--- src/rtl/mtimer.sv ---
// Machine timer: 64-bit free-running mtime, mtimecmp and a level interrupt,
// exposed on an AXI4-lite slave port with 64-bit data.
module mtimer #(
    parameter int unsigned          TICK_DIV  = 1,
    parameter int unsigned          ADDR_W    = 32,
    parameter logic [ADDR_W-1:0]    BASE_MASK = 'hF
) (
    input  logic              clk,
    input  logic              rst,
    input  logic              awvalid,
    output logic              awready,
    input  logic [ADDR_W-1:0] awaddr,
    input  logic              wvalid,
    output logic              wready,
    input  logic [63:0]       wdata,
    input  logic [7:0]        wstrb,
    output logic              bvalid,
    input  logic              bready,
    output logic [1:0]        bresp,
    input  logic              arvalid,
    output logic              arready,
    input  logic [ADDR_W-1:0] araddr,
    output logic              rvalid,
    input  logic              rready,
    output logic [63:0]       rdata,
    output logic [1:0]        rresp,
    output logic              mtime_int,
    output logic [63:0]       mtime_value
);

    localparam int unsigned       PW        = (TICK_DIV > 1) ? $clog2(TICK_DIV) : 1;
    localparam logic [PW-1:0]     PrescLast = PW'(TICK_DIV - 1);
    localparam logic [ADDR_W-1:0] OffTime   = '0;
    localparam logic [ADDR_W-1:0] OffCmp    = ADDR_W'(8);
    localparam logic [1:0]        RespOkay  = 2'b00;
    localparam logic [1:0]        RespSlverr = 2'b10;

    typedef enum logic {WIdle, WResp} w_state_e;
    typedef enum logic {RIdle, RResp} r_state_e;

    w_state_e w_state_q, w_state_d;
    r_state_e r_state_q, r_state_d;

    logic [63:0]       mtime_q, mtime_d;
    logic [63:0]       cmp_q, cmp_d;
    logic [PW-1:0]     presc_q, presc_d;
    logic              int_q;
    logic [1:0]        bresp_q, rresp_q;
    logic [63:0]       rdata_q, rdata_d;
    logic              tick, w_fire, r_fire;
    logic [ADDR_W-1:0] aw_off, ar_off;
    logic              aw_time, aw_cmp, ar_time, ar_cmp;

    function automatic logic [63:0] merge(input logic [63:0] old, input logic [63:0] data,
                                          input logic [7:0] strb);
        logic [63:0] res;
        for (int i = 0; i < 8; i++) begin
            res[8*i +: 8] = strb[i] ? data[8*i +: 8] : old[8*i +: 8];
        end
        return res;
    endfunction

    assign aw_off  = awaddr & BASE_MASK;
    assign ar_off  = araddr & BASE_MASK;
    assign aw_time = (aw_off == OffTime);
    assign aw_cmp  = (aw_off == OffCmp);
    assign ar_time = (ar_off == OffTime);
    assign ar_cmp  = (ar_off == OffCmp);

    assign tick    = (presc_q == PrescLast);
    assign presc_d = tick ? '0 : presc_q + PW'(1);
    assign w_fire  = awready;
    assign r_fire  = arready && arvalid;

    // A software write to mtime wins over the tick; untouched bytes keep the pre-tick value.
    always_comb begin
        mtime_d = mtime_q + 64'(tick);
        cmp_d   = cmp_q;
        if (w_fire && aw_time) mtime_d = merge(mtime_q, wdata, wstrb);
        if (w_fire && aw_cmp)  cmp_d   = merge(cmp_q, wdata, wstrb);
    end

    always_comb begin
        rdata_d = '0;
        if (ar_time)     rdata_d = mtime_q;
        else if (ar_cmp) rdata_d = cmp_q;
    end

    always_ff @(posedge clk or negedge rst) begin
        if (!rst) begin
            w_state_q <= WIdle;
            r_state_q <= RIdle;
        end else begin
            w_state_q <= w_state_d;
            r_state_q <= r_state_d;
        end
    end

    always_comb begin
        w_state_d = w_state_q;
        unique case (w_state_q)
            WIdle: if (w_fire) w_state_d = WResp;
            WResp: if (bready) w_state_d = WIdle;
        endcase
    end

    always_comb begin
        r_state_d = r_state_q;
        unique case (r_state_q)
            RIdle: if (r_fire) r_state_d = RResp;
            RResp: if (rready) r_state_d = RIdle;
        endcase
    end

    // AW and W are only accepted together so both handshakes land in one cycle.
    always_comb begin
        awready = 1'b0;
        if (rst && (w_state_q == WIdle)) awready = awvalid && wvalid;
        wready  = awready;
        arready = rst && (r_state_q == RIdle);
        bvalid  = (w_state_q == WResp);
        rvalid  = (r_state_q == RResp);
    end

    always_ff @(posedge clk or negedge rst) begin
        if (!rst) begin
            mtime_q <= '0;
            cmp_q   <= '1;
            presc_q <= '0;
            int_q   <= 1'b0;
            bresp_q <= RespOkay;
            rresp_q <= RespOkay;
            rdata_q <= '0;
        end else begin
            mtime_q <= mtime_d;
            cmp_q   <= cmp_d;
            presc_q <= presc_d;
            int_q   <= (mtime_q >= cmp_q);
            if (w_fire) bresp_q <= (aw_time || aw_cmp) ? RespOkay : RespSlverr;
            if (r_fire) begin
                rdata_q <= rdata_d;
                rresp_q <= (ar_time || ar_cmp) ? RespOkay : RespSlverr;
            end
        end
    end

    assign bresp       = bresp_q;
    assign rresp       = rresp_q;
    assign rdata       = rdata_q;
    assign mtime_int   = int_q;
    assign mtime_value = mtime_q;

endmodule

--- config.mk ---
export PLATFORM = sky130hd
export DESIGN_NAME = mtimer
export DESIGN_NICKNAME = d
export VERILOG_FILES = /design/src/rtl/mtimer.sv
export SDC_FILE = /design/constraint.sdc
export NUM_CORES = 1
export LEC_CHECK = 0
export BUFFER_PORTS_ARGS = -buffer_cell sky130_fd_sc_hd__buf_2
export CORE_AREA = 2 2 140 170
export DETAILED_ROUTE_END_ITERATION = 6
export DIE_AREA = 0 0 142 172
export PLACE_DENSITY = 0.75
export SLEW_MARGIN = 40
export SYNTH_ARGS = -nofsm -noshare
export SYNTH_HDL_FRONTEND = slang
export SYNTH_SLANG_ARGS = --single-unit
export TNS_END_PERCENT = 50
--- constraint.sdc ---
create_clock -name clk -period 5.24 [get_ports clk]
set_input_delay 0.524 -clock clk [delete_from_list [all_inputs] [get_ports clk]]
set_output_delay 0.524 -clock clk [all_outputs]
set_load 0.02 [all_outputs]
==> metrics.txt, run 1 <==
# TYPE chip_impl_metric gauge
chip_impl_info{name="status",value="finished, final reports clean"} 1
chip_impl_metric{name="post_route_non_filler_standard_cell_count",unit=""} 1654
chip_impl_info{name="worst_r2r_endpoint",value="mtime_value[49]"} 1
chip_impl_metric{name="tightest_slew",unit="ns"} 0.856
chip_impl_metric{name="drt_first_iter_violations",unit=""} 556
chip_impl_metric{name="cts_made_buffers",unit=""} 17
chip_impl_metric{name="power.density_cell_area",unit="nW/um2"} 322
chip_impl_metric{name="timing_max_transition_violations_final",unit=""} 0
chip_impl_metric{name="final_layout_size_suffix_gt1_frac",unit=""} 0.308
chip_impl_metric{name="io_buffer_count",unit=""} 222
chip_impl_metric{name="syn-instance-count",unit=""} 1157
chip_impl_metric{name="drtAntennaViolNets",unit=""} 0
chip_impl_info{name="cts_tree",value="built"} 1
chip_impl_metric{name="maxSlewHeadroom",unit=""} 0.429
chip_impl_metric{name="initial_utilization",unit=""} 0.493
chip_impl_metric{name="critical_path.max_fanout",unit=""} 11
chip_impl_metric{name="timing.final.crit_period",unit="ns"} 2.83
chip_impl_metric{name="synth_edf_count",unit=""} 0
chip_impl_metric{name="postCtsSetupBuffers",unit=""} 0
chip_impl_metric{name="async_flop_share",unit=""} 1.00
chip_impl_metric{name="setup_total_negative_slack",unit="ns"} 0
chip_impl_metric{name="routed-via-count",unit=""} 9764
chip_impl_metric{name="clkSinkCount",unit=""} 197
chip_impl_metric{name="die_h",unit="um"} 172
chip_impl_metric{name="ir_drop",unit="V"} 0.000227
chip_impl_info{name="min_path_type",value="input port to asynchronous set/reset pin"} 1
chip_impl_metric{name="final_report_setup_violation_count",unit=""} 0
chip_impl_metric{name="gp_congestion",unit=""} 0.853
chip_impl_metric{name="setup_slack_on_the_worst_flop_to_flop_path",unit="ns"} 2.41
chip_impl_metric{name="cts_hold_buffers",unit=""} 0
chip_impl_metric{name="design.die.area",unit="um2"} 24400
chip_impl_metric{name="syn_to_final_growth",unit="%"} 17.0
chip_impl_metric{name="leakagePower",unit="nW"} 6.06
chip_impl_metric{name="area_of_the_core_region",unit="um2"} 22800
chip_impl_info{name="critPathCaptureType",value="flip-flop"} 1
chip_impl_metric{name="grt_use_total",unit=""} 0.254
chip_impl_metric{name="layout.nets",unit=""} 1564
chip_impl_metric{name="synth.distinct_cells",unit=""} 64
chip_impl_metric{name="final-hold-violation-count",unit=""} 0
chip_impl_metric{name="route.detailed.vias_per_inst",unit=""} 5.90
chip_impl_metric{name="finish.utilization",unit=""} 0.576
chip_impl_metric{name="synthesis.area_per_instance",unit="um2"} 9.72
chip_impl_info{name="critPathKind",value="flip-flop to flip-flop"} 1
chip_impl_metric{name="post-place-cells",unit=""} 1620
chip_impl_info{name="timing.rr.start",value="mtime_value[15]"} 1
chip_impl_info{name="synth_top_flop_cell",value="sky130_fd_sc_hd__dfrtp_1"} 1
chip_impl_metric{name="fin_skew",unit="ns"} 0.0124
chip_impl_metric{name="synth-warning-count",unit=""} 0
chip_impl_metric{name="flops_latches_synth",unit=""} 197
chip_impl_metric{name="grt_first_pass_wirelength",unit="um"} 48600
chip_impl_metric{name="totalWireLength",unit="um"} 30800
chip_impl_metric{name="final_min_period_over_clock_period",unit=""} 0.541
chip_impl_metric{name="row_count",unit=""} 61
chip_impl_metric{name="peak_freq",unit="MHz"} 353
chip_impl_metric{name="first_pass_detailed_route_iteration_total",unit=""} 5
chip_impl_metric{name="io-pin-count",unit=""} 281
chip_impl_metric{name="worst_setup_hold_path_clk_slew",unit="ns"} 0.08
chip_impl_info{name="startpoint_type",value="flip-flop"} 1
chip_impl_metric{name="die_x",unit="um"} 142
chip_impl_metric{name="grt_max_degree",unit=""} 68
chip_impl_metric{name="clock_insertion_delay_at_the_later_pin_of_the_skew_report",unit="ns"} 0.45
chip_impl_metric{name="timing.critical_path.required",unit="ns"} 5.60
chip_impl_metric{name="grt_antenna_before_repair",unit=""} 3
chip_impl_metric{name="htree_levels",unit=""} 4
chip_impl_metric{name="grt-ovfl-total",unit=""} 0
chip_impl_info{name="timing.critical_path.to",value="mtime_value[49]"} 1
chip_impl_metric{name="post_drt_wl_per_cell",unit="um"} 18.6
chip_impl_info{name="grt_setup_unrepaired",value="no"} 1
chip_impl_info{name="cts-root-buf",value="sky130_fd_sc_hd__clkbuf_16"} 1
chip_impl_metric{name="clock_tree.buffer_depth",unit=""} 2
chip_impl_metric{name="ff_to_ff_path_depth",unit=""} 6
chip_impl_metric{name="grt_pass1_vias",unit=""} 9504
chip_impl_metric{name="ctsResizeCount",unit=""} 0
chip_impl_metric{name="share_of_the_yosys_chip_area_belonging_to_registers",unit=""} 0.446
chip_impl_metric{name="cp.arrival",unit="ns"} 3.20
chip_impl_info{name="worst_setup_path_startpoint",value="mtime_value[15]"} 1
chip_impl_metric{name="drv_cap",unit=""} 0
chip_impl_metric{name="place_hpwl",unit="um"} 22500
chip_impl_metric{name="drc",unit=""} 0
chip_impl_metric{name="synthesis.area",unit="um2"} 11200
==> Yosys cell counts, types with 5 or more instances <==
cell / count / area, um2
sky130_fd_sc_hd__a211oi_1: 20 / 150
sky130_fd_sc_hd__a21o_1: 8 / 60.1
sky130_fd_sc_hd__a21oi_1: 62 / 310
sky130_fd_sc_hd__a31oi_1: 6 / 37.5
sky130_fd_sc_hd__and2_1: 9 / 56.3
sky130_fd_sc_hd__and3_1: 20 / 125
sky130_fd_sc_hd__and4_1: 15 / 131
sky130_fd_sc_hd__buf_1: 6 / 22.5
sky130_fd_sc_hd__buf_4: 6 / 45.0
sky130_fd_sc_hd__clkbuf_1: 34 / 128
sky130_fd_sc_hd__dfrtp_1: 133 / 3330
sky130_fd_sc_hd__dfstp_2: 64 / 1680
sky130_fd_sc_hd__ha_1: 65 / 813
sky130_fd_sc_hd__inv_1: 79 / 297
sky130_fd_sc_hd__mux2_2: 63 / 709
sky130_fd_sc_hd__mux2i_1: 71 / 711
sky130_fd_sc_hd__nand2_1: 138 / 518
sky130_fd_sc_hd__nand3_1: 41 / 205
sky130_fd_sc_hd__nand4_1: 22 / 138
sky130_fd_sc_hd__nor2_1: 64 / 240
sky130_fd_sc_hd__nor2b_1: 6 / 37.5
sky130_fd_sc_hd__nor3_1: 20 / 100
sky130_fd_sc_hd__nor4_1: 13 / 81.3
sky130_fd_sc_hd__o211ai_1: 6 / 45.0
sky130_fd_sc_hd__o21a_1: 5 / 37.5
sky130_fd_sc_hd__o21ai_0: 96 / 480
sky130_fd_sc_hd__o221a_2: 13 / 146
sky130_fd_sc_hd__o22ai_1: 5 / 31.3
==> cell families after synthesis <==
family | count (synthesis) | synth area share
AND/OR/NAND/NOR | 375 | 0.166
AO/OA/AOI/OAI | 253 | 0.141
flip-flops | 197 | 0.446
multiplexers | 134 | 0.126
buffers and inverters | 129 | 0.0455
adder cells (fa/ha/maj) | 65 | 0.0723
XOR/XNOR | 3 | 0.00234
other | 1 | 0.000334
==> where the power goes <==
part	internal (mW)	switching (mW)	total (mW)	leakage, nW
Combinational	0.415	0.575	0.990	3.42
Clock	0.630	0.654	1.28	0.277
Sequential	1.70	0.253	1.95	2.37
Total	2.75	1.48	4.23	6.06
==> registers in the layout (all words and copies together), names as in the netlist <==
register     count
bresp            1
mtime_value     64
rvalid           1
mtime_int        1
cmp_q           64
rdata           64
bvalid           1
rresp            1
==> stage by stage <==
stage	power, mW	hold slack [ns]	cell area (um2)	setup WS [ns]
after floorplan	2.57	0.228	11200	3.00
after global placement	2.93	0.456	12600	2.02
after CTS	4.25	0.0108	13100	2.45
after detailed placement	2.97	0.464	12600	2.19
final	4.23	0.0135	13100	2.41
after global routing	4.46	0.0231	13100	2.15
==> how the worst min path moves through the flow <==
stage | slack (ns) | endpoint | from | cells past startpoint
final | 0.01 | rdata[17] | rst | 1
after global routing | 0.02 | rdata[14] | rst | 1
after CTS | 0.01 | mtime_value[18] | rst | 1
after detailed placement | 0.46 | rdata[56] | rdata[56] | 2
after global placement | 0.46 | rdata[58] | rdata[58] | 2
after floorplan | 0.23 | bresp[1] | rst | 0
==> cells in the final DEF, fill, tap and decap left out, types with 5 or more instances in the layout <==
cell type and count:
sky130_fd_sc_hd__inv_1 79, sky130_fd_sc_hd__a211oi_1 20, sky130_fd_sc_hd__buf_4 6, sky130_fd_sc_hd__clkbuf_16 17, sky130_fd_sc_hd__nor2b_1 6, sky130_fd_sc_hd__a21oi_1 62
sky130_fd_sc_hd__nor4_1 13, sky130_fd_sc_hd__and3_1 20, sky130_fd_sc_hd__a21o_1 8, sky130_fd_sc_hd__o21a_1 5, sky130_fd_sc_hd__and2_1 9, sky130_fd_sc_hd__nand2_1 137
sky130_fd_sc_hd__dfrtp_1 133, sky130_fd_sc_hd__nor2_1 64, sky130_fd_sc_hd__nand4_1 22, sky130_fd_sc_hd__nor3_1 19, sky130_fd_sc_hd__mux2i_1 71, sky130_fd_sc_hd__o21ai_0 96
sky130_fd_sc_hd__ha_1 65, sky130_fd_sc_hd__nand3_1 41, sky130_fd_sc_hd__o211ai_1 6, sky130_fd_sc_hd__mux2_2 63, sky130_fd_sc_hd__buf_2 220, sky130_fd_sc_hd__o22ai_1 5
sky130_fd_sc_hd__and4_1 15, sky130_fd_sc_hd__inv_6 6, sky130_fd_sc_hd__o221a_2 13, sky130_fd_sc_hd__a31oi_1 6, sky130_fd_sc_hd__dfstp_2 64
==> cell type report <==
class | instances | area, um2
inverters | 79 | 297
repair buffers | 229 | 1180
clock buffers | 17 | 425
clock inverters | 15 | 133
diodes | 2 | 5.00
flip-flops and latches | 197 | 5010
fillers | 1997 | 9670
multi-input cells | 832 | 5740
well taps | 283 | 354
==> layer usage <==
layer / vias up / track usage / share of wire
met3: 60 / 0.0498 / 0.050
li1: 4586 / - / -
met4: 2 / 0.0926 / 0.024
met1: 4804 / 0.314 / 0.42
met2: 312 / 0.442 / 0.51
met5: - / 0 / 0.00036
==> worst max-delay path, stage by stage, from the launching register on <==
cell and delay [ns]:
sky130_fd_sc_hd__dfrtp_1 0.55, sky130_fd_sc_hd__nand3_1 0.30, sky130_fd_sc_hd__nor3_2 0.63, sky130_fd_sc_hd__nand3_1 0.38, sky130_fd_sc_hd__nor3_1 0.55, sky130_fd_sc_hd__a211oi_1 0.15
sky130_fd_sc_hd__nor3_1 0.18
(Power assumes the default switching activity.)
==> run 2: changes to the inputs <==
--- a/config.mk
+++ b/config.mk
@@ -6,10 +6,10 @@
 export NUM_CORES = 1
 export LEC_CHECK = 0
 export BUFFER_PORTS_ARGS = -buffer_cell sky130_fd_sc_hd__buf_2
-export CORE_AREA = 2 2 140 170
+export CORE_AREA = 2 2 142 171
 export DETAILED_ROUTE_END_ITERATION = 6
-export DIE_AREA = 0 0 142 172
-export PLACE_DENSITY = 0.75
+export DIE_AREA = 0 0 144 173
+export PLACE_DENSITY = 0.77
 export SLEW_MARGIN = 40
 export SYNTH_ARGS = -nofsm -noshare
 export SYNTH_HDL_FRONTEND = slang
==> constraint.sdc (replaced) <==
create_clock -name clk -period 2.55 [get_ports clk]
set_input_delay 0.255 -clock clk [delete_from_list [all_inputs] [get_ports clk]]
set_output_delay 0.255 -clock clk [all_outputs]
set_load 0.02 [all_outputs]
==> run 2 against run 1 <==
Compared with the run above:
- routed wire length rose by 5.3%
- combinational power rose by 140%
- critical path depth rose by 2
- power rose by 110%
- global-route usage rose by 0.63 points
- first-iteration DRC count rose by 0.18%
- highest routed layer unchanged
==> metrics.txt, run 2 (same netlist as run 1, synthesis figures left out) <==
# TYPE chip_impl_metric gauge
chip_impl_metric{name="finish.utilization",unit=""} 0.587
chip_impl_metric{name="post_drt_wl_per_cell",unit="um"} 18.8
chip_impl_metric{name="swShare",unit=""} 0.335
chip_impl_metric{name="area_of_the_core_region",unit="um2"} 23100
chip_impl_metric{name="leakagePower",unit="nW"} 6.26
chip_impl_metric{name="route.detailed.vias_per_inst",unit=""} 5.81
chip_impl_metric{name="io_buffer_count",unit=""} 222
chip_impl_metric{name="ir_drop",unit="V"} 0.000431
chip_impl_metric{name="drv_cap",unit=""} 0
chip_impl_metric{name="power.sequential.fraction",unit=""} 0.429
chip_impl_metric{name="drtAntennaViolNets",unit=""} 0
chip_impl_metric{name="fill_cells",unit=""} 1983
chip_impl_metric{name="final_layout_size_suffix_gt1_frac",unit=""} 0.325
chip_impl_metric{name="syn_to_final_growth",unit="%"} 20.7
chip_impl_metric{name="timing.final.crit_period",unit="ns"} 2.39
chip_impl_metric{name="place_hpwl",unit="um"} 23800
chip_impl_metric{name="timing_max_transition_violations_final",unit=""} 0
chip_impl_metric{name="drt_first_iter_violations",unit=""} 557
chip_impl_metric{name="grt_max_degree",unit=""} 127
chip_impl_info{name="min_path_type",value="input port to flip-flop"} 1
chip_impl_info{name="cts_tree",value="built"} 1
chip_impl_info{name="critPathCaptureType",value="flip-flop"} 1
chip_impl_metric{name="sequential_cell_area",unit="um2"} 5010
chip_impl_metric{name="drc",unit=""} 0
chip_impl_metric{name="power.total",unit="mW"} 9.03
chip_impl_metric{name="grt_pass1_vias",unit=""} 9828
chip_impl_metric{name="die_h",unit="um"} 173
chip_impl_metric{name="cts_made_buffers",unit=""} 17
chip_impl_info{name="cts-root-buf",value="sky130_fd_sc_hd__clkbuf_16"} 1
chip_impl_metric{name="clock_tree.buffer_depth",unit=""} 2
chip_impl_info{name="layout_common_cells",value="sky130_fd_sc_hd__buf_2 (220), sky130_fd_sc_hd__nand2_1 (137), sky130_fd_sc_hd__dfrtp_1 (133)"} 1
chip_impl_metric{name="timing.critical_path.required",unit="ns"} 2.86
chip_impl_metric{name="gp_congestion",unit=""} 0.920
chip_impl_metric{name="clock_insertion_delay_at_the_later_pin_of_the_skew_report",unit="ns"} 0.44
chip_impl_info{name="critical-path-top-delay-family",value="simple AND/OR/NAND/NOR gates"} 1
chip_impl_metric{name="grt_antenna_before_repair",unit=""} 3
chip_impl_info{name="path_cells",value="ha_1, and4_1, and4_2, nand3_1, buf_4, nor3_1, xnor2_1, a21oi_1"} 1
chip_impl_info{name="critPathKind",value="flip-flop to flip-flop"} 1
chip_impl_metric{name="crit_path_max_incr_delay",unit="ns"} 0.39
chip_impl_metric{name="final_min_period_over_clock_period",unit=""} 0.938
chip_impl_info{name="startpoint_type",value="flip-flop"} 1
chip_impl_info{name="grt_setup_unrepaired",value="yes"} 1
chip_impl_metric{name="maxSlewHeadroom",unit=""} 0.475
chip_impl_metric{name="tightest_slew",unit="ns"} 0.788
chip_impl_metric{name="cp.arrival",unit="ns"} 2.70
chip_impl_metric{name="combined_area_of_the_multi_input_logic_cells",unit="um2"} 5760
chip_impl_metric{name="post-place-cells",unit=""} 1684
chip_impl_metric{name="power.combinational.fraction",unit=""} 0.263
chip_impl_metric{name="clkSinkCount",unit=""} 197
chip_impl_info{name="crit_path_top_delay_cell",value="sky130_fd_sc_hd__and4_2"} 1
chip_impl_metric{name="grt_first_pass_wirelength",unit="um"} 51200
chip_impl_metric{name="final_report_setup_violation_count",unit=""} 0
chip_impl_metric{name="die_x",unit="um"} 144
chip_impl_metric{name="layout.nets",unit=""} 1601
chip_impl_metric{name="post_route_non_filler_standard_cell_count",unit=""} 1723
chip_impl_metric{name="final-hold-violation-count",unit=""} 0
chip_impl_metric{name="clkPwrFrac",unit=""} 0.309
chip_impl_metric{name="final.hold.worst_slack",unit="ns"} 0.0588
chip_impl_metric{name="initial_utilization",unit=""} 0.486
chip_impl_metric{name="power.density_cell_area",unit="nW/um2"} 666
chip_impl_metric{name="critical_path.max_fanout",unit=""} 9
chip_impl_metric{name="p_int",unit="mW"} 6.00
chip_impl_metric{name="routed-via-count",unit=""} 10000
chip_impl_metric{name="row_count",unit=""} 61
chip_impl_metric{name="power.net_switching",unit="mW"} 3.03
chip_impl_metric{name="setup_total_negative_slack",unit="ns"} 0
chip_impl_metric{name="first_pass_detailed_route_iteration_total",unit=""} 5
chip_impl_metric{name="worst_setup_hold_path_clk_slew",unit="ns"} 0.07
chip_impl_metric{name="grt-ovfl-total",unit=""} 0
chip_impl_metric{name="critical_path_buf_inv_count",unit=""} 1
chip_impl_info{name="status",value="finished, final reports clean"} 1
chip_impl_metric{name="peak_freq",unit="MHz"} 418
chip_impl_metric{name="io-pin-count",unit=""} 281
chip_impl_metric{name="design.die.area",unit="um2"} 24900
chip_impl_info{name="layout.cells.most_common",value="sky130_fd_sc_hd__buf_2"} 1
chip_impl_metric{name="grt_use_total",unit=""} 0.260
chip_impl_metric{name="htree_levels",unit=""} 4
chip_impl_metric{name="totalWireLength",unit="um"} 32400
chip_impl_metric{name="fin_skew",unit="ns"} 0.0134
run 2: cell types whose count changed in the layout (fill, tap and decap cells not counted), sizes merged:
| cell | change |
|---|---|
| inv | -4 |
| clkinv | -2 |
| dlygate4sd3 | +3 |
| clkbuf | +3 |
| clkinvlp | +1 |
| buf | +34 |
| bufinv | +2 |
run 2: final timing paths:
kind                                      from              end  slack, ns  depth (start not counted)
worst max-delay path            mtime_value[0]  mtime_value[56]       0.16                          8
worst min-delay path                 wdata[39]  mtime_value[39]       0.06                          2
max in group asynchronous                  rst  mtime_value[53]       0.90                          4
worst max register to register  mtime_value[0]  mtime_value[56]       0.16                          8
worst min register to register        rdata[2]         rdata[2]       0.48                          2
min in group asynchronous                  rst         rdata[2]       0.49                          3
run 2: per-layer routing:
| metal | vias to the layer above | global-route usage | part of all wire | wire [um] |
|---|---|---|---|---|
| li1 | 4648 | - | - | - |
| met1 | 4868 | 0.335 | 0.41 | 13200 |
| met2 | 407 | 0.434 | 0.49 | 15900 |
| met4 | 2 | 0.105 | 0.034 | 1110 |
| met5 | - | 0 | 0.00040 | 13 |
| met3 | 80 | 0.0443 | 0.066 | 2150 |
run 2: worst reg2reg max path: cells and delay by family, from the launching register on:
kind            cells  cell delay [ns]
compound gates      1             0.09
fa+ha+maj           1             0.21
flops               1             0.35
xor+xnor            1             0.17
simple gates        4             1.20
buf+inv             1             0.25
run 2: what timing repair did:
item,in CTS,in global routing
endpoints found under the setup margin,0,82
buffers inserted,0,2
hold buffers,3,0
endpoints found under the hold margin,28,0
resized for setup,0,7
run 2: cell type report:
| class | instances | share of cell area |
|---|---|---|
| inverters | 79 | 0.0219 |
| diodes | 2 | 0.000369 |
| flip-flops and latches | 197 | 0.369 |
| multi-input cells | 832 | 0.425 |
| clock buffers | 20 | 0.0337 |
| clock inverters | 12 | 0.0104 |
| well taps | 315 | 0.0290 |
| repair buffers | 266 | 0.111 |
run 2: power by group through the flow:
stage / clock network [mW] / logic (mW) / registers (mW)
after floorplan: 0 / 1.09 / 4.20
after global placement: 0 / 2.29 / 3.89
after detailed placement: 0 / 2.36 / 3.92
after CTS: 2.82 / 2.38 / 3.86
after global routing: 2.93 / 2.64 / 3.92
final: 2.79 / 2.37 / 3.87
run 2: per-stage QoR:
step | setup slack (ns) | cell area, um2
finish | 0.159 | 13600
global placement | 0.171 | 12900
detailed placement | 0.112 | 12900
floorplan | 0.313 | 11200
CTS | 0.0215 | 13500
global route | -0.00914 | 13600
==> run 3: changes to the inputs <==
--- a/config.mk
+++ b/config.mk
@@ -10,6 +10,7 @@
 export DETAILED_ROUTE_END_ITERATION = 6
 export DIE_AREA = 0 0 144 173
 export PLACE_DENSITY = 0.77
+export REMOVE_ABC_BUFFERS = 1
 export SLEW_MARGIN = 40
 export SYNTH_ARGS = -nofsm -noshare
 export SYNTH_HDL_FRONTEND = slang
==> run 3 against run 2 <==
Compared with the run above:
- sequential cell count is the same
- via count decreased by 1.8%
- fmax grew 2.7%
- sequential power up 1%
- die area did not move
- count of clock-buffer cells in the layout down 1
- critical endpoint is now mtime_value[37]
- highest routed layer is now met4
==> metrics.txt, run 3 (same netlist as run 1, synthesis figures left out) <==
# TYPE chip_impl_metric gauge
chip_impl_info{name="critPathKind",value="flip-flop to flip-flop"} 1
chip_impl_metric{name="grt_first_pass_wirelength",unit="um"} 52200
chip_impl_metric{name="setup_total_negative_slack",unit="ns"} 0
chip_impl_info{name="critPathCaptureType",value="flip-flop"} 1
chip_impl_metric{name="syn_to_final_growth",unit="%"} 21.0
chip_impl_info{name="min_path_type",value="input port to flip-flop"} 1
chip_impl_metric{name="timing_max_transition_violations_final",unit=""} 0
chip_impl_metric{name="cp.arrival",unit="ns"} 2.68
chip_impl_metric{name="layout.nets",unit=""} 1608
chip_impl_metric{name="power.net_switching",unit="mW"} 3.07
chip_impl_metric{name="die_x",unit="um"} 144
chip_impl_metric{name="totalWireLength",unit="um"} 32700
chip_impl_info{name="hold_path_startpoint",value="wdata[11]"} 1
chip_impl_metric{name="area_of_the_core_region",unit="um2"} 23100
chip_impl_metric{name="swShare",unit=""} 0.343
chip_impl_metric{name="placed_cell_area",unit="um2"} 12900
chip_impl_metric{name="p_int",unit="mW"} 5.89
chip_impl_metric{name="drt_first_iter_violations",unit=""} 509
chip_impl_metric{name="power.sequential.fraction",unit=""} 0.437
chip_impl_metric{name="design.die.area",unit="um2"} 24900
chip_impl_metric{name="clkPwrFrac",unit=""} 0.307
chip_impl_metric{name="row_count",unit=""} 61
chip_impl_metric{name="tightest_slew",unit="ns"} 0.731
chip_impl_metric{name="crit_path_max_incr_delay",unit="ns"} 0.47
chip_impl_metric{name="leakagePower",unit="nW"} 6.29
chip_impl_metric{name="setup_slack_on_the_worst_flop_to_flop_path",unit="ns"} 0.22
chip_impl_metric{name="gp_congestion",unit=""} 0.916
chip_impl_metric{name="route.detailed.vias_per_inst",unit=""} 5.68
chip_impl_info{name="path_cells",value="nand3_1, nor4_1, nand3_1, nor3_1, a311oi_1, nor4_1"} 1
chip_impl_metric{name="ir_drop",unit="V"} 0.000473
chip_impl_metric{name="worstHoldPathCells",unit=""} 2
chip_impl_metric{name="timing.final.crit_period",unit="ns"} 2.33
chip_impl_metric{name="die_h",unit="um"} 173
chip_impl_metric{name="final_report_setup_violation_count",unit=""} 0
chip_impl_info{name="timing.rr.start",value="mtime_value[19]"} 1
chip_impl_info{name="critical-path-top-delay-family",value="simple AND/OR/NAND/NOR gates"} 1
chip_impl_metric{name="drc",unit=""} 0
chip_impl_metric{name="post_drt_wl_per_cell",unit="um"} 18.9
chip_impl_metric{name="routed-via-count",unit=""} 9826
chip_impl_metric{name="post-place-cells",unit=""} 1692
chip_impl_metric{name="power.total",unit="mW"} 8.96
chip_impl_metric{name="post_route_non_filler_standard_cell_count",unit=""} 1730
chip_impl_info{name="grt_setup_unrepaired",value="no"} 1
chip_impl_metric{name="grt_max_degree",unit=""} 67
chip_impl_info{name="status",value="finished, final reports clean"} 1
chip_impl_metric{name="io-pin-count",unit=""} 281
chip_impl_metric{name="drv_cap",unit=""} 0
chip_impl_metric{name="htree_levels",unit=""} 4
chip_impl_info{name="cts-root-buf",value="sky130_fd_sc_hd__clkbuf_16"} 1
chip_impl_metric{name="critical_path.max_fanout",unit=""} 7
chip_impl_metric{name="clkSinkCount",unit=""} 197
chip_impl_metric{name="final_layout_size_suffix_gt1_frac",unit=""} 0.329
chip_impl_metric{name="first_pass_detailed_route_iteration_total",unit=""} 6
chip_impl_info{name="cts_tree",value="built"} 1
chip_impl_metric{name="initial_utilization",unit=""} 0.486
chip_impl_metric{name="place_hpwl",unit="um"} 24200
chip_impl_info{name="crit_path_top_delay_cell",value="sky130_fd_sc_hd__dfrtp_1"} 1
chip_impl_info{name="layout.cells.most_common",value="sky130_fd_sc_hd__buf_2"} 1
chip_impl_metric{name="combined_area_of_the_multi_input_logic_cells",unit="um2"} 5750
chip_impl_metric{name="postLayoutCellArea",unit="um2"} 13600
chip_impl_info{name="hold_path_end",value="cmp_q[11]"} 1
chip_impl_metric{name="peak_freq",unit="MHz"} 430
chip_impl_metric{name="maxSlewHeadroom",unit=""} 0.512
chip_impl_metric{name="cts_made_buffers",unit=""} 17
chip_impl_metric{name="finish.utilization",unit=""} 0.588
chip_impl_info{name="startpoint_type",value="flip-flop"} 1
chip_impl_metric{name="critical_path_buf_inv_count",unit=""} 0
chip_impl_metric{name="grt_antenna_before_repair",unit=""} 1
chip_impl_metric{name="clock_insertion_delay_at_the_later_pin_of_the_skew_report",unit="ns"} 0.45
chip_impl_metric{name="ff_to_ff_path_depth",unit=""} 6
chip_impl_metric{name="grt_pass1_vias",unit=""} 9910
chip_impl_metric{name="sequential_cell_area",unit="um2"} 5010
chip_impl_info{name="layout_common_cells",value="sky130_fd_sc_hd__buf_2 (220), sky130_fd_sc_hd__nand2_1 (137), sky130_fd_sc_hd__dfrtp_1 (133)"} 1
chip_impl_metric{name="timing.critical_path.required",unit="ns"} 2.90
chip_impl_metric{name="worst_setup_hold_path_clk_slew",unit="ns"} 0.08
chip_impl_info{name="worst_r2r_endpoint",value="mtime_value[37]"} 1
chip_impl_metric{name="grt-ovfl-total",unit=""} 0
chip_impl_metric{name="clock_tree.buffer_depth",unit=""} 2
chip_impl_metric{name="final_min_period_over_clock_period",unit=""} 0.913
chip_impl_metric{name="fill_cells",unit=""} 2042
chip_impl_metric{name="power.combinational.fraction",unit=""} 0.256
chip_impl_metric{name="final-hold-violation-count",unit=""} 0
chip_impl_metric{name="drtAntennaViolNets",unit=""} 0
chip_impl_metric{name="io_buffer_count",unit=""} 222
chip_impl_metric{name="fin_skew",unit="ns"} 0.0137
chip_impl_metric{name="grt_use_total",unit=""} 0.267
chip_impl_metric{name="power.density_cell_area",unit="nW/um2"} 659
[run 3: changes by cell type in the layout (fill, tap and decap cells not counted), sizes merged]
cell,delta
bufinv,-1
clkbuf,-1
buf,+7
inv,+1
clkinv,+2
clkinvlp,-1
[run 3: final cells by class]
| cell class | instances | area share |
|---|---|---|
| Inverter | 79 | 0.0218 |
| Multi-Input combinational cell | 832 | 0.423 |
| Antenna cell | 2 | 0.000368 |
| Sequential cell | 197 | 0.368 |
| Clock inverter | 13 | 0.0100 |
| Clock buffer | 19 | 0.0333 |
| Tap cell | 315 | 0.0290 |
| Timing Repair Buffer | 273 | 0.114 |
[run 3: layer usage]
metal / track usage / up-vias / part of all wire / wire length (um)
met5: 0 / - / 0 / 0
met4: 0.102 / 0 / 0.032 / 1050
met3: 0.0642 / 69 / 0.066 / 2150
met2: 0.450 / 313 / 0.50 / 16300
met1: 0.327 / 4765 / 0.40 / 13200
li1: - / 4679 / - / -
[run 3: worst max-delay path by stage]
| stage | from | endpoint | slack (ns) | depth (start not counted) |
|---|---|---|---|---|
| 3_5_place_dp | mtime_value[11] | mtime_value[53] | 0.11 | 6 |
| 4_1_cts | rst | mtime_value[53] | 0.005 | 9 |
| 2_1_floorplan | rvalid | rresp[1] | -0.87 | 4 |
| 3_3_place_gp | rst | mtime_value[53] | 0.19 | 8 |
| 6_report | mtime_value[19] | mtime_value[37] | 0.22 | 6 |
| 5_1_grt | mtime_value[19] | mtime_value[43] | 0.02 | 7 |
[run 3: worst register-to-register path: cells and delay by family, from the launching register on]
kind               cells  cell delay [ns]
AOI/OAI and AO/OA      1             0.16
DFF                    1             0.47
and+or+nand+nor        5             1.61
[run 3: timing repair]
| item | CTS | global route |
|---|---|---|
| hold buffers | 3 | 0 |
| buffers inserted | 0 | 1 |
| endpoints found under the hold margin | 28 | 0 |
| gates resized for setup | 0 | 5 |
| endpoints found under the setup margin | 0 | 17 |
[run 3: power by group through the flow]
stage	Clock (mW)	Sequential [mW]	Combinational, mW
after floorplan	0	4.22	1.02
after global placement	0	3.94	2.21
after detailed placement	0	3.96	2.29
after CTS	2.80	3.90	2.31
after global routing	2.92	3.97	2.56
final	2.75	3.91	2.30
[run 3: stage by stage]
step                      setup slack (ns)  hold WS (ns)
after floorplan                     -0.870       -0.0406
after global placement               0.191         0.435
after detailed placement             0.110         0.451
after CTS                          0.00500        0.0393
after global routing                0.0231        0.0477
final                                0.222        0.0557
